==> src/rtl/rgb_colourspace_converter.sv <==
// SRAM-to-SRAM YUV 4:2:2 to interleaved RGB converter.
// Each 4-pixel group takes 16 cycles: read, wait, calculate, write.
module rgb_colourspace_converter #(
  parameter logic [17:0] Y_BASE     = 18'd0,
  parameter logic [17:0] U_BASE     = 18'd38400,
  parameter logic [17:0] V_BASE     = 18'd57600,
  parameter logic [17:0] RGB_BASE   = 18'd146944,
  parameter logic [14:0] NUM_GROUPS = 15'd19200
) (
  input  logic        Clock,
  input  logic        Resetn,
  input  logic        Start,
  output logic        Busy,
  output logic        Done,
  output logic [17:0] SRAM_address,
  output logic [15:0] SRAM_write_data,
  output logic        SRAM_we_n,
  input  logic [15:0] SRAM_read_data
);

  typedef enum logic [4:0] {
    S_IDLE, S_RD_Y0, S_RD_Y1, S_RD_U, S_RD_V, S_RD_W0, S_RD_W1,
    S_CALC0, S_CALC1, S_CALC2, S_CALC3,
    S_WR0, S_WR1, S_WR2, S_WR3, S_WR4, S_WR5
  } state_t;

  state_t      state;
  logic [14:0] group;
  logic [15:0] y0_word, y1_word, u_word, v_word;
  logic [7:0]  r_pix [4];
  logic [7:0]  g_pix [4];
  logic [7:0]  b_pix [4];

  logic [17:0] group_ext, next_group_ext, y_addr, next_y_addr, u_addr, v_addr, rgb_addr;
  logic [14:0] next_group;

  assign next_group     = group + 15'd1;
  assign group_ext      = {3'd0, group};
  assign next_group_ext = {3'd0, next_group};
  assign y_addr         = Y_BASE + (group_ext << 1);
  assign next_y_addr    = Y_BASE + (next_group_ext << 1);
  assign u_addr         = U_BASE + group_ext;
  assign v_addr         = V_BASE + group_ext;
  assign rgb_addr       = RGB_BASE + (group_ext << 2) + (group_ext << 1);

  // Pick the luma/chroma bytes for the pixel being calculated this cycle.
  logic [7:0]  y_byte, u_byte, v_byte;
  logic [1:0]  calc_idx;
  always_comb begin
    y_byte   = y0_word[15:8];
    u_byte   = u_word[15:8];
    v_byte   = v_word[15:8];
    calc_idx = 2'd0;
    case (state)
      S_CALC1: begin
        y_byte   = y0_word[7:0];
        calc_idx = 2'd1;
      end
      S_CALC2: begin
        y_byte   = y1_word[15:8];
        u_byte   = u_word[7:0];
        v_byte   = v_word[7:0];
        calc_idx = 2'd2;
      end
      S_CALC3: begin
        y_byte   = y1_word[7:0];
        u_byte   = u_word[7:0];
        v_byte   = v_word[7:0];
        calc_idx = 2'd3;
      end
      default: ;
    endcase
  end

  function automatic logic [7:0] clip(input logic signed [31:0] x);
    if (x < 0)
      return 8'd0;
    else if (x > 32'sd255)
      return 8'hFF;
    else
      return x[7:0];
  endfunction

  logic signed [31:0] y_s, u_s, v_s, r_full, g_full, b_full;
  always_comb begin
    y_s    = $signed({24'd0, y_byte}) - 32'sd16;
    u_s    = $signed({24'd0, u_byte}) - 32'sd128;
    v_s    = $signed({24'd0, v_byte}) - 32'sd128;
    r_full = (32'sd76284 * y_s + 32'sd104595 * v_s) >>> 16;
    g_full = (32'sd76284 * y_s - 32'sd25624 * u_s - 32'sd53281 * v_s) >>> 16;
    b_full = (32'sd76284 * y_s + 32'sd132251 * u_s) >>> 16;
  end

  // SRAM address/data/we_n are registered on entry to each state.
  always_ff @(posedge Clock or negedge Resetn) begin
    if (!Resetn) begin
      state           <= S_IDLE;
      Busy            <= 1'b0;
      Done            <= 1'b0;
      SRAM_we_n       <= 1'b1;
      SRAM_address    <= 18'd0;
      SRAM_write_data <= 16'd0;
      group           <= 15'd0;
      y0_word         <= 16'd0;
      y1_word         <= 16'd0;
      u_word          <= 16'd0;
      v_word          <= 16'd0;
      for (int k = 0; k < 4; k++) begin
        r_pix[k] <= 8'd0;
        g_pix[k] <= 8'd0;
        b_pix[k] <= 8'd0;
      end
    end else begin
      Done <= 1'b0;
      case (state)
        S_IDLE: begin
          if (Start && !Done) begin
            Busy         <= 1'b1;
            group        <= 15'd0;
            SRAM_address <= Y_BASE;
            state        <= S_RD_Y0;
          end
        end
        S_RD_Y0: begin
          SRAM_address <= y_addr + 18'd1;
          state        <= S_RD_Y1;
        end
        S_RD_Y1: begin
          SRAM_address <= u_addr;
          state        <= S_RD_U;
        end
        S_RD_U: begin
          y0_word      <= SRAM_read_data;
          SRAM_address <= v_addr;
          state        <= S_RD_V;
        end
        S_RD_V: begin
          y1_word <= SRAM_read_data;
          state   <= S_RD_W0;
        end
        S_RD_W0: begin
          u_word <= SRAM_read_data;
          state  <= S_RD_W1;
        end
        S_RD_W1: begin
          v_word <= SRAM_read_data;
          state  <= S_CALC0;
        end
        S_CALC0, S_CALC1, S_CALC2, S_CALC3: begin
          r_pix[calc_idx] <= clip(r_full);
          g_pix[calc_idx] <= clip(g_full);
          b_pix[calc_idx] <= clip(b_full);
          if (state == S_CALC3) begin
            SRAM_we_n       <= 1'b0;
            SRAM_address    <= rgb_addr;
            SRAM_write_data <= {r_pix[0], g_pix[0]};
            state           <= S_WR0;
          end else begin
            state <= state_t'(state + 5'd1);
          end
        end
        S_WR0: begin
          SRAM_address    <= rgb_addr + 18'd1;
          SRAM_write_data <= {b_pix[0], r_pix[1]};
          state           <= S_WR1;
        end
        S_WR1: begin
          SRAM_address    <= rgb_addr + 18'd2;
          SRAM_write_data <= {g_pix[1], b_pix[1]};
          state           <= S_WR2;
        end
        S_WR2: begin
          SRAM_address    <= rgb_addr + 18'd3;
          SRAM_write_data <= {r_pix[2], g_pix[2]};
          state           <= S_WR3;
        end
        S_WR3: begin
          SRAM_address    <= rgb_addr + 18'd4;
          SRAM_write_data <= {b_pix[2], r_pix[3]};
          state           <= S_WR4;
        end
        S_WR4: begin
          SRAM_address    <= rgb_addr + 18'd5;
          SRAM_write_data <= {g_pix[3], b_pix[3]};
          state           <= S_WR5;
        end
        S_WR5: begin
          SRAM_we_n       <= 1'b1;
          SRAM_write_data <= 16'd0;
          if (group == NUM_GROUPS - 15'd1) begin
            Busy         <= 1'b0;
            Done         <= 1'b1;
            SRAM_address <= 18'd0;
            state        <= S_IDLE;
          end else begin
            group        <= next_group;
            SRAM_address <= next_y_addr;
            state        <= S_RD_Y0;
          end
        end
        default: state <= S_IDLE;
      endcase
    end
  end

endmodule

==> config.mk <==
export PLATFORM = sky130hd
export DESIGN_NAME = rgb_colourspace_converter
export DESIGN_NICKNAME = d
export VERILOG_FILES = /design/src/rtl/rgb_colourspace_converter.sv
export SDC_FILE = /design/constraint.sdc
export NUM_CORES = 1
export LEC_CHECK = 0
export BUFFER_PORTS_ARGS = -buffer_cell sky130_fd_sc_hd__buf_4
export CORE_UTILIZATION = 40
export DETAILED_ROUTE_END_ITERATION = 10
export SLEW_MARGIN = 0
export SYNTH_ARGS = -nofsm -noshare
export SYNTH_HDL_FRONTEND = slang
export SYNTH_SLANG_ARGS = --single-unit
==> constraint.sdc <==
create_clock -name Clock -period 13.2 [get_ports Clock]
set_input_delay 2.64 -clock Clock [delete_from_list [all_inputs] [get_ports Clock]]
set_output_delay 2.64 -clock Clock [all_outputs]
set_load 0.02 [all_outputs]
# After elaboration in Yosys (flattened, before gate mapping)
# Cells that the tools add are included.
dict set report totals {
  ff_bits 217
  mem_bits_ro 0
  wordCells 130
  mem_bits_rw 0
  latch_bits 0
  n_memories 0
  out_inout_bits 37
}
dict set report classes {
  bitwise_logic 1
  n_shift 0
  addsub 19
  multipliers 5
  n_eq_ne 21
  order_cmp 8
  n_div 0
  reduce_logical 15
  muxes 38
}
# op count
set ops {}
lappend ops {{case mux 18 bit (11 select lines)} 1}
lappend ops {{case mux 16 bit (7 select lines)} 1}
lappend ops {{bitwise mux 32 bit} 3}
lappend ops {{2-to-1 mux 8 bit} 12}
lappend ops {{case mux 5 bit (14 select lines)} 1}
lappend ops {{== test 5 x 4 -> 1 bit (second input constant)} 8}
lappend ops {{adder 18 x 2 -> 18 bit (second input constant)} 2}
lappend ops {{adder 18 x 3 -> 18 bit (second input constant)} 2}
lappend ops {{2-to-1 mux 18 bit} 2}
lappend ops {{adder 16 x 15 -> 17 bit (first input constant)} 2}
lappend ops {{2-to-1 mux 16 bit} 2}
lappend ops {{2-to-1 mux 15 bit} 2}
lappend ops {{case mux 15 bit (2 select lines)} 1}
lappend ops {{adder 27 x 28 -> 29 bit} 1}
lappend ops {{subtractor 28 x 26 -> 29 bit} 1}
lappend ops {{adder 27 x 27 -> 28 bit} 1}
lappend ops {{multiplier 19 x 9 -> 28 bit (first input constant)} 1}
lappend ops {{subtractor 27 x 25 -> 28 bit} 1}
lappend ops {{multiplier 18 x 9 -> 27 bit (first input constant)} 1}
lappend ops {{> comparator 13 x 9 -> 1 bit (second input constant)} 2}
lappend ops {{less-than comparator 13 x 1 -> 1 bit (second input constant)} 2}
lappend ops {{multiplier 17 x 9 -> 26 bit (first input constant)} 1}
lappend ops {{multiplier 16 x 9 -> 25 bit (first input constant)} 1}
lappend ops {{case mux 8 bit (3 select lines)} 1}
lappend ops {{35 further kinds} 55}

# Logic depth before layout (Yosys ltp)
# Gate-level depths: netlist (run 1).
dict set report logic_depth {
  word_depth 12
  depth_mapped 44
  ltp_nobuf 43
}

# Worst setup path before layout (run 1)
# OpenSTA, ideal clock, no wires.
dict set report synth_timing {
  path_type {flip-flop to flip-flop}
  from {reg state[0]}
  to {reg g_pix[10] (netlist bit)}
  path_slack_ns 2.144
  path_buffers 1
  t_required_ns 13.075
  arrival_ns 10.932
  period_less_slack_ns 11.056
  stages_incl_launch_ff 36
  path_cell_list {dfrtp_1 inv_1 ha_1 nor2_1 nor3_1 clkbuf_1 mux2i_1 ha_1 ha_1 ha_1 fa_1 ha_1 a31oi_1 o21bai_1 a21oi_1 o21bai_1 a2111oi_0 nor2_1 xor2_1 ha_1 fa_1 fa_1 inv_1 fa_1 inv_1 fa_1 inv_1 ha_1 a21o_1 a21o_1 a221o_1 a31oi_1 mux2_2 a22oi_1 a22oi_1 mux2_2}
}
dict set report synth_via {
  elab_chain_len 12
}
# element line
set synth_rtl {}
lappend synth_rtl {{from (decl)} 27} ;# state_t state;
lappend synth_rtl {{from (signal assigned)} 159} ;# state <= state_t'(state + 5'd1);
lappend synth_rtl {{parallel branches: the longest is 12 deep, another holds subtractor 28 x 26 -> 29 bit} n/a}
lappend synth_rtl {{to (signal, indexed assignment)} 151} ;# g_pix[calc_idx] <= clip(g_full);
lappend synth_rtl {{to (decl)} 31} ;# logic [7:0] g_pix [4];
# Parallel ways; which one is timed is not known. The select of a mux whose other input is x is not followed.
# A chain may end at the register's enable or synchronous reset.

# Worst setup path after layout (run 1)
dict set report layout_timing {
  from {reg state[3]}
  to {reg g_pix[9] (netlist bit)}
}
# Same word-level chain as after synthesis.

==> results.sh, run 1 <==
export IMPL_crit_path_frequent_cell="fa_1"
export IMPL_floorplan_die_height_um=250
export IMPL_floorplan_core_area_um2=60600
export IMPL_globalRouteMet3Util=0.0194
export IMPL_synth_top_area_frac=0.230
export IMPL_layout_nets=3270
export IMPL_overall_die_width_um=250
export IMPL_reg2reg_setup_slack_ns=0.89
export IMPL_yosysSeqAreaShare=0.221
export IMPL_maxCapViolations=0
export IMPL_initial_antenna_violation_count=0
export IMPL_finClkSkew_ns=0.0367
export IMPL_cts_repair_resized=0
export IMPL_totalNegativeSetupSlack_ns=0
export IMPL_reg2reg_to="g_pix[9]$_DFFE_PN0P_"
export IMPL_cp_startpoint="state[3]$_DFFE_PN0P_"
export IMPL_synth_area_top_cells="ha_1, dfrtp_1, fa_1"
export IMPL_floorplan_die_area_um2=62500
export IMPL_boundaryPins=56
export IMPL_worst_slew_margin_relative_to_its_limit=0.214
export IMPL_cts_max_path_buffers=3
export IMPL_netlist_top_cells_count="ha_1, inv_1, dfrtp_1"
export IMPL_required_time_of_the_critical_path_ns=13.61
export IMPL_synthesis_nets=3218
export IMPL_gp_congestion=0.925
export IMPL_global_route_overflow_total=0
export IMPL_drt_iter0_drc=1306
export IMPL_global_route_usage_total=0.219
export IMPL_seqCellArea_um2=5430
export IMPL_setup_viol_count_final=0
export IMPL_crit_arrival_ns=12.72
export IMPL_yosysTopAreaCell="ha_1"
export IMPL_hold_depth=2
export IMPL_netlist_area_um2=24600
export IMPL_area_growth_pct=9.32
export IMPL_endpoint_kind="flip-flop"
export IMPL_min_to="y0_word[1]$_DFFE_PN0P_"
export IMPL_buffer_ports_inserted=55
export IMPL_sum_of_net_half_perimeters_after_detailed_placement_mm=54.7
export IMPL_post_cts_hold_buffer_count=0
export IMPL_dr_total_vias=19213
export IMPL_pin_count_of_the_biggest_net_entering_global_routing=76
export IMPL_startpoint_type="flip-flop"
export IMPL_wirelength_mm=68.4
export IMPL_max_slew_worst_pin_slew_ns=1.18
export IMPL_post_cts_setup_buffers=0
export IMPL_fin_crit_sh=0.933
export IMPL_clock_sinks=217
export IMPL_run_status="finished, final reports clean"
export IMPL_maximum_net_fanout_on_the_critical_path=21
export IMPL_synth_area_per_cell_um2=9.52
export IMPL_final_fill_count=5883
export IMPL_multiInputGateArea_um2=17500
export IMPL_grt_util_met1=0.306
export IMPL_synth_warning_count=0
export IMPL_globalRoute_busiestLayer="met2"
export IMPL_ff2ff_path_depth=35
export IMPL_rsz0062_at_grt="no"
export IMPL_critical_path_top_delay_family="adder cells"
export IMPL_global_route_wire_length_before_repair_mm=109
export IMPL_rows=90
export IMPL_drt_pass1_iter_count=6
export IMPL_yosys_cell_count_top_type="ha_1"
export IMPL_tritoncts="yes"
export IMPL_max_freq_ghz=0.0812
export IMPL_synth_main_ff_cell="dfrtp_1"
export IMPL_cts_reportedPaths_clkPinSlew_ns=0.06
export IMPL_clk_latency_ns=0.56
export IMPL_remaining_antenna_violation_count_after_routing=0
export IMPL_hold_path_startpoint="y0_word[1]$_DFFE_PN0P_"
export IMPL_drc_errors=0
export IMPL_synthCells=2583
export IMPL_grt_use_met2=0.364
export IMPL_ys_ff_latch=217
export IMPL_grt_pass1_vias=19474
export IMPL_routed_wire_length_per_instance_um=19.9
export IMPL_async_reset_ff_frac=1.00
export IMPL_cts_buffers=25
export IMPL_synthDistinctLibCells=85
export IMPL_crit_reg2reg_launch="state[3]$_DFFE_PN0P_"
export IMPL_max_slew_vio_count=0
export IMPL_worst_path_buf_inv=6
export IMPL_crit_type="flip-flop to flip-flop"
export IMPL_ctsRootBufferMaster="clkbuf_16"
export IMPL_antenna_diode_count=0
export IMPL_critical_path_max_stage_delay_ns=0.77
export IMPL_worst_hold_path_type="flip-flop to flip-flop"
export IMPL_h_tree_depth=1
export IMPL_number_of_endpoints_with_negative_hold_slack_in_the_final_report=0
export IMPL_via_per_inst=5.60
export IMPL_count_of_flip_flops_with_a_built_in_enable_after_synthesis=0
export IMPL_drive_gt1_frac=0.107
export IMPL_start_util=0.406
export IMPL_finalCriticalPeriod_ns=12.31
export IMPL_crit_slowest_cell="dfrtp_1"
per-stage QoR:
| stage | worst slack (ns) | instance area, um^2 | instances | hold WS (ns) | util |
|---|---|---|---|---|---|
| floorplan | 2.14 | 24600 | 2583 | 0.441 | - |
| global placement | 1.15 | 26100 | 3390 | 0.462 | 0.430 |
| detailed placement | 0.982 | 26100 | 3390 | 0.462 | 0.430 |
| CTS | 0.920 | 26900 | 3433 | 0.477 | 0.444 |
| global route | 0.100 | 26900 | 3433 | 0.508 | 0.444 |
| finish | 0.891 | 26900 | 3433 | 0.476 | 0.444 |
metal layers:
| metal | vias to the layer above | wire length, um |
|---|---|---|
| li1 | 9091 | - |
| met1 | 9643 | 31900 |
| met2 | 392 | 32200 |
| met3 | 87 | 2510 |
| met4 | 0 | 1760 |
| met5 | - | 0 |
worst max-delay path by stage:
stage                                 end  slack [ns]  depth (start not counted)
floorplan           g_pix[10]$_DFFE_PN0P_        2.14                         35
global placement     g_pix[9]$_DFFE_PN0P_        1.15                         35
detailed placement   g_pix[9]$_DFFE_PN0P_        0.98                         35
CTS                  g_pix[9]$_DFFE_PN0P_        0.92                         35
global route         g_pix[9]$_DFFE_PN0P_        0.10                         40
finish               g_pix[9]$_DFFE_PN0P_        0.89                         35
area by class of cell:
cell class                 count  share of cell area
timing repair buffer          87              0.0246
sequential                   217               0.202
clock buffer                  33              0.0263
multi-input combinational   1918               0.653
inverter                     386              0.0539
tap                          782              0.0364
clock inverter                10             0.00410
tightest hold or removal path, cell delays in order (launching register included):
cell and delay, ns:
dfrtp_1 0.34, nand2_1 0.05, nand2_1 0.06
cells by family after synthesis:
family	synth area share
mux	0.0582
buf+inv	0.0686
simple gates	0.107
fa+ha+maj	0.364
compound gates	0.147
xor+xnor	0.0349
flops	0.221
cell usage in the layout, fill, tap and decap left out, types with 9 or more instances in the layout:
master       n
a211oi_1    17
a21o_1      32
a21oi_1    126
a221oi_1    21
a222oi_1     9
a22o_1      28
a22oi_1     43
a31oi_1     16
and2_1      10
and3_1      15
and4_1       9
buf_4       86
clkbuf_16   25
dfrtp_1    216
fa_1       164
ha_1       452
inv_1      386
mux2_2     112
mux2i_1     14
nand2_1    189
nand2b_1    22
nand3_1     33
nand4_1     11
nor2_1     125
nor2b_1     19
nor3_1      37
o211ai_1    11
o21a_1      15
o21ai_0    115
o21bai_1    13
o22ai_1     10
o31a_1       9
o31ai_1     11
or3_1        9
xnor2_1     64
xor2_1      34
sequential cells by signal, summed over array words and instances, names as in the netlist:
| signal | cells |
|---|---|
| Busy | 1 |
| Done | 1 |
| SRAM_address | 18 |
| SRAM_we_n | 1 |
| SRAM_write_data | 16 |
| b_pix | 32 |
| g_pix | 32 |
| group | 15 |
| r_pix | 32 |
| state | 5 |
| u_word | 16 |
| v_word | 16 |
| y0_word | 16 |
| y1_word | 16 |
Power of run 1 is left out: the tool's default activity adds up to more than one toggle a clock period on the data nets, which glitch-free logic cannot reach.
==> run 2, diff against run 1 <==
- BUFFER_PORTS_ARGS: -buffer_cell sky130_fd_sc_hd__buf_4 -> unset
- DONT_BUFFER_PORTS: unset -> 1
==> results.sh, run 2 (same netlist as run 1, synthesis figures left out) <==
export IMPL_global_route_usage_total=0.219
export IMPL_max_slew_vio_count=0
export IMPL_fin_crit_sh=0.919
export IMPL_run_status="finished, final reports clean"
export IMPL_sum_of_net_half_perimeters_after_detailed_placement_mm=54.5
export IMPL_crit_reg2reg_launch="state[2]$_DFFE_PN0P_"
export IMPL_cts_buffers=26
export IMPL_h_tree_depth=1
export IMPL_required_time_of_the_critical_path_ns=13.63
export IMPL_finalCriticalPeriod_ns=12.13
export IMPL_area_growth_pct=7.84
export IMPL_setup_viol_count_final=0
export IMPL_worst_path_buf_inv=9
export IMPL_grt_pass1_vias=19530
export IMPL_finClkSkew_ns=0.0141
export IMPL_antenna_diode_count=0
export IMPL_worst_slew_margin_relative_to_its_limit=0.209
export IMPL_reg2reg_to="g_pix[17]$_DFFE_PN0P_"
export IMPL_floorplan_die_area_um2=62500
export IMPL_number_of_endpoints_with_negative_hold_slack_in_the_final_report=0
export IMPL_crit_type="flip-flop to flip-flop"
export IMPL_totalNegativeSetupSlack_ns=0
export IMPL_initial_antenna_violation_count=0
export IMPL_global_route_wire_length_before_repair_mm=109
export IMPL_max_freq_ghz=0.0824
export IMPL_boundaryPins=56
export IMPL_ff2ff_path_depth=39
export IMPL_ctsRootBufferMaster="clkbuf_16"
export IMPL_final_instance_area_um2=26500
export IMPL_pin_count_of_the_biggest_net_entering_global_routing=218
export IMPL_overall_die_width_um=250
export IMPL_rows=90
export IMPL_maximum_net_fanout_on_the_critical_path=20
export IMPL_drt_iter0_drc=1281
export IMPL_drt_pass1_iter_count=8
export IMPL_largestRegisters="b_pix (32), g_pix (32), r_pix (32)"
export IMPL_endpoint_kind="flip-flop"
export IMPL_global_route_overflow_total=0
export IMPL_critical_path_max_stage_delay_ns=0.81
export IMPL_worst_hold_path_type="flip-flop to flip-flop"
export IMPL_max_slew_worst_pin_slew_ns=1.19
export IMPL_crit_path_frequent_cell="inv_1"
export IMPL_cts_max_path_buffers=3
export IMPL_tritoncts="yes"
export IMPL_post_cts_setup_buffers=0
export IMPL_wirelength_mm=67.9
export IMPL_hold_path_startpoint="y0_word[15]$_DFFE_PN0P_"
export IMPL_floorplan_die_height_um=250
export IMPL_buffer_ports_inserted=0
export IMPL_cts_reportedPaths_clkPinSlew_ns=0.06
export IMPL_drc_errors=0
export IMPL_remaining_antenna_violation_count_after_routing=0
export IMPL_cts_repair_resized=0
export IMPL_start_util=0.406
export IMPL_maxCapViolations=0
export IMPL_dr_total_vias=18898
export IMPL_rsz0062_at_grt="no"
export IMPL_drive_gt1_frac=0.0895
export IMPL_clock_sinks=217
export IMPL_placed_cell_area_um2=25700
export IMPL_post_cts_hold_buffer_count=0
export IMPL_crit_slowest_cell="dfrtp_1"
export IMPL_clk_latency_ns=0.55
export IMPL_routed_wire_length_per_instance_um=20.1
export IMPL_reg2reg_setup_slack_ns=1.07
export IMPL_floorplan_core_area_um2=60600
export IMPL_min_to="y0_word[15]$_DFFE_PN0P_"
export IMPL_final_common_cell="ha_1"
export IMPL_hold_depth=2
export IMPL_gp_congestion=0.926
export IMPL_via_per_inst=5.58
export IMPL_startpoint_type="flip-flop"
export IMPL_mostFrequentLayoutCells="ha_1, inv_1, dfrtp_1"
export IMPL_layout_nets=3218
export IMPL_critical_path_top_delay_family="adder cells"
export IMPL_crit_arrival_ns=12.57
==> run 2: metrics by stage <==
stage	hold WS [ns]	setup WS (ns)	utilization	instances
CTS	0.475	1.16	0.438	3384
detailed placement	0.461	1.24	0.424	3337
global route	0.490	0.299	0.438	3384
floorplan	0.441	2.14	-	2583
global placement	0.456	1.49	0.424	3337
finish	0.474	1.07	0.438	3384
==> run 2: worst max path at each step <==
stage	from	to	slack (ns)	cells past startpoint
after floorplan	state[0]$_DFFE_PN0P_	g_pix[10]$_DFFE_PN0P_	2.14	35
after global placement	state[2]$_DFFE_PN0P_	g_pix[9]$_DFFE_PN0P_	1.49	39
after detailed placement	state[2]$_DFFE_PN0P_	g_pix[17]$_DFFE_PN0P_	1.24	39
after CTS	state[2]$_DFFE_PN0P_	g_pix[17]$_DFFE_PN0P_	1.16	39
after global routing	state[2]$_DFFE_PN0P_	r_pix[19]$_DFFE_PN0P_	0.30	40
final	state[2]$_DFFE_PN0P_	g_pix[17]$_DFFE_PN0P_	1.07	39
==> run 2: cell type report <==
| type | instances | area [um^2] |
|---|---|---|
| tap | 782 | 978 |
| fill | 5826 | 34100 |
| sequential | 217 | 5430 |
| clock buffer | 37 | 752 |
| clock inverter | 10 | 103 |
| timing repair buffer | 34 | 255 |
| inverter | 386 | 1450 |
| multi-input combinational | 1918 | 17500 |
==> run 2: per-layer routing <==
| metal | routed length (um) | vias up | global-route usage |
|---|---|---|---|
| met4 | 1560 | 0 | 0.0570 |
| met1 | 31400 | 9414 | 0.301 |
| met3 | 2820 | 87 | 0.0246 |
| met2 | 32100 | 403 | 0.365 |
| met5 | 0 | - | 0 |
| li1 | - | 8994 | - |
==> run 2: worst min-delay path, delay by kind of cell, from the launching register on <==
kind	cells	cell delay, ns
simple gates	2	0.10
flops	1	0.34
Power of run 2 is left out for the same reason.
==> run 3, diff against run 2 <==
- CORE_UTILIZATION: 40 -> 45
==> results.sh, run 3 (same netlist as run 1, synthesis figures left out) <==
export IMPL_max_slew_worst_pin_slew_ns=1.15
export IMPL_global_route_wire_length_before_repair_mm=106
export IMPL_reg2reg_to="g_pix[9]$_DFFE_PN0P_"
export IMPL_gp_congestion=0.951
export IMPL_cts_reportedPaths_clkPinSlew_ns=0.06
export IMPL_globalRouteMet3Util=0.0182
export IMPL_min_to="y0_word[3]$_DFFE_PN0P_"
export IMPL_seqCellArea_um2=5430
export IMPL_run_status="finished, final reports clean"
export IMPL_number_of_endpoints_with_negative_hold_slack_in_the_final_report=0
export IMPL_mostFrequentLayoutCells="ha_1, inv_1, dfrtp_1"
export IMPL_cp_startpoint="state[2]$_DFFE_PN0P_"
export IMPL_rows=85
export IMPL_maximum_net_fanout_on_the_critical_path=20
export IMPL_routed_wire_length_per_instance_um=20.1
export IMPL_hold_worst_slack_ns=0.477
export IMPL_required_time_of_the_critical_path_ns=13.64
export IMPL_initial_antenna_violation_count=0
export IMPL_crit_type="flip-flop to flip-flop"
export IMPL_crit_arrival_ns=12.61
export IMPL_ctsRootBufferMaster="clkbuf_16"
export IMPL_max_freq_ghz=0.0821
export IMPL_drt_iter0_drc=1336
export IMPL_pin_count_of_the_biggest_net_entering_global_routing=218
export IMPL_buffer_ports_inserted=0
export IMPL_start_util=0.456
export IMPL_largestRegisters="b_pix (32), g_pix (32), r_pix (32)"
export IMPL_endpoint_kind="flip-flop"
export IMPL_totalNegativeSetupSlack_ns=0
export IMPL_post_cts_setup_buffers=0
export IMPL_dr_total_vias=18959
export IMPL_via_per_inst=5.76
export IMPL_antenna_diode_count=0
export IMPL_crit_slowest_cell="dfrtp_1"
export IMPL_floorplan_die_area_um2=55600
export IMPL_cts_buffers=25
export IMPL_startpoint_type="flip-flop"
export IMPL_maxCapViolations=0
export IMPL_final_fill_count=5003
export IMPL_final_util=0.489
export IMPL_crit_reg2reg_launch="state[2]$_DFFE_PN0P_"
export IMPL_remaining_antenna_violation_count_after_routing=0
export IMPL_hold_depth=2
export IMPL_worst_slew_margin_relative_to_its_limit=0.235
export IMPL_fin_crit_sh=0.922
export IMPL_cts_repair_resized=0
export IMPL_finClkSkew_ns=0.0282
export IMPL_rsz0062_at_grt="no"
export IMPL_finalCriticalPeriod_ns=12.18
export IMPL_clk_latency_ns=0.56
export IMPL_setup_viol_count_final=0
export IMPL_drive_gt1_frac=0.0867
export IMPL_finalWorstSetupSlack_ns=1.02
export IMPL_globalRoute_busiestLayer="met2"
export IMPL_worst_hold_path_type="flip-flop to flip-flop"
export IMPL_crit_path_frequent_cell="inv_1"
export IMPL_overall_die_width_um=236
export IMPL_post_cts_hold_buffer_count=0
export IMPL_post_place_ws_ns=0.988
export IMPL_hold_path_startpoint="y0_word[3]$_DFFE_PN0P_"
export IMPL_drc_errors=0
export IMPL_global_route_overflow_total=0
export IMPL_grt_util_met1=0.333
export IMPL_ff2ff_path_depth=38
export IMPL_boundaryPins=56
export IMPL_grt_pass1_vias=19144
export IMPL_wirelength_mm=66.1
export IMPL_floorplan_die_height_um=236
export IMPL_critical_path_max_stage_delay_ns=0.84
export IMPL_max_slew_vio_count=0
export IMPL_layout_nets=3213
export IMPL_cts_max_path_buffers=3
export IMPL_grt_use_met2=0.411
export IMPL_multiInputGateArea_um2=17600
export IMPL_sum_of_net_half_perimeters_after_detailed_placement_mm=53.0
export IMPL_worst_path_buf_inv=8
export IMPL_drt_pass1_iter_count=6
export IMPL_area_growth_pct=7.21
export IMPL_reg2reg_setup_slack_ns=1.02
export IMPL_tritoncts="yes"
export IMPL_global_route_usage_total=0.241
export IMPL_final_common_cell="ha_1"
export IMPL_critical_path_top_delay_family="adder cells"
export IMPL_floorplan_core_area_um2=53900
export IMPL_h_tree_depth=1
export IMPL_clock_sinks=217
-- run 3: changes by cell type in the layout (fill, tap and decap cells not counted), sizes merged --
| cell | change |
|---|---|
| clkinv | -3 |
| buf | -4 |
| bufinv | +1 |
-- run 3: tightest hold or removal path: stages (launching register included) --
cell and delay (ns):
dfrtp_1 0.34, nand2_1 0.05, nand2_1 0.05
-- run 3: how the worst max path moves through the flow --
stage | to | slack [ns] | cells past startpoint
after CTS | g_pix[9]$_DFFE_PN0P_ | 1.02 | 38
after global placement | g_pix[9]$_DFFE_PN0P_ | 1.41 | 38
after detailed placement | g_pix[9]$_DFFE_PN0P_ | 0.99 | 38
after global routing | g_pix[9]$_DFFE_PN0P_ | 0.20 | 39
final | g_pix[9]$_DFFE_PN0P_ | 1.02 | 38
after floorplan | g_pix[10]$_DFFE_PN0P_ | 2.14 | 35
-- run 3: final cells by class --
cell class | count | share of cell area
clock inverters | 8 | 0.00437
flip-flops and latches | 217 | 0.206
multi-input cells | 1918 | 0.666
inverters | 386 | 0.0550
repair buffers | 30 | 0.00854
clock buffers | 37 | 0.0270
well taps | 696 | 0.0330
-- run 3: metrics by stage --
| step | instances | instance area [um^2] |
|---|---|---|
| 2_1_floorplan | 2583 | 24600 |
| 3_3_place_gp | 3247 | 25500 |
| 3_5_place_dp | 3247 | 25500 |
| 4_1_cts | 3292 | 26400 |
| 5_1_grt | 3292 | 26400 |
| 6_report | 3292 | 26400 |
-- run 3: layer usage --
metal | wire (um) | share of wire
met5 | 0 | 0
met4 | 1140 | 0.017
met3 | 2760 | 0.042
met2 | 31500 | 0.48
met1 | 30700 | 0.46
Power of run 3 is left out for the same reason.
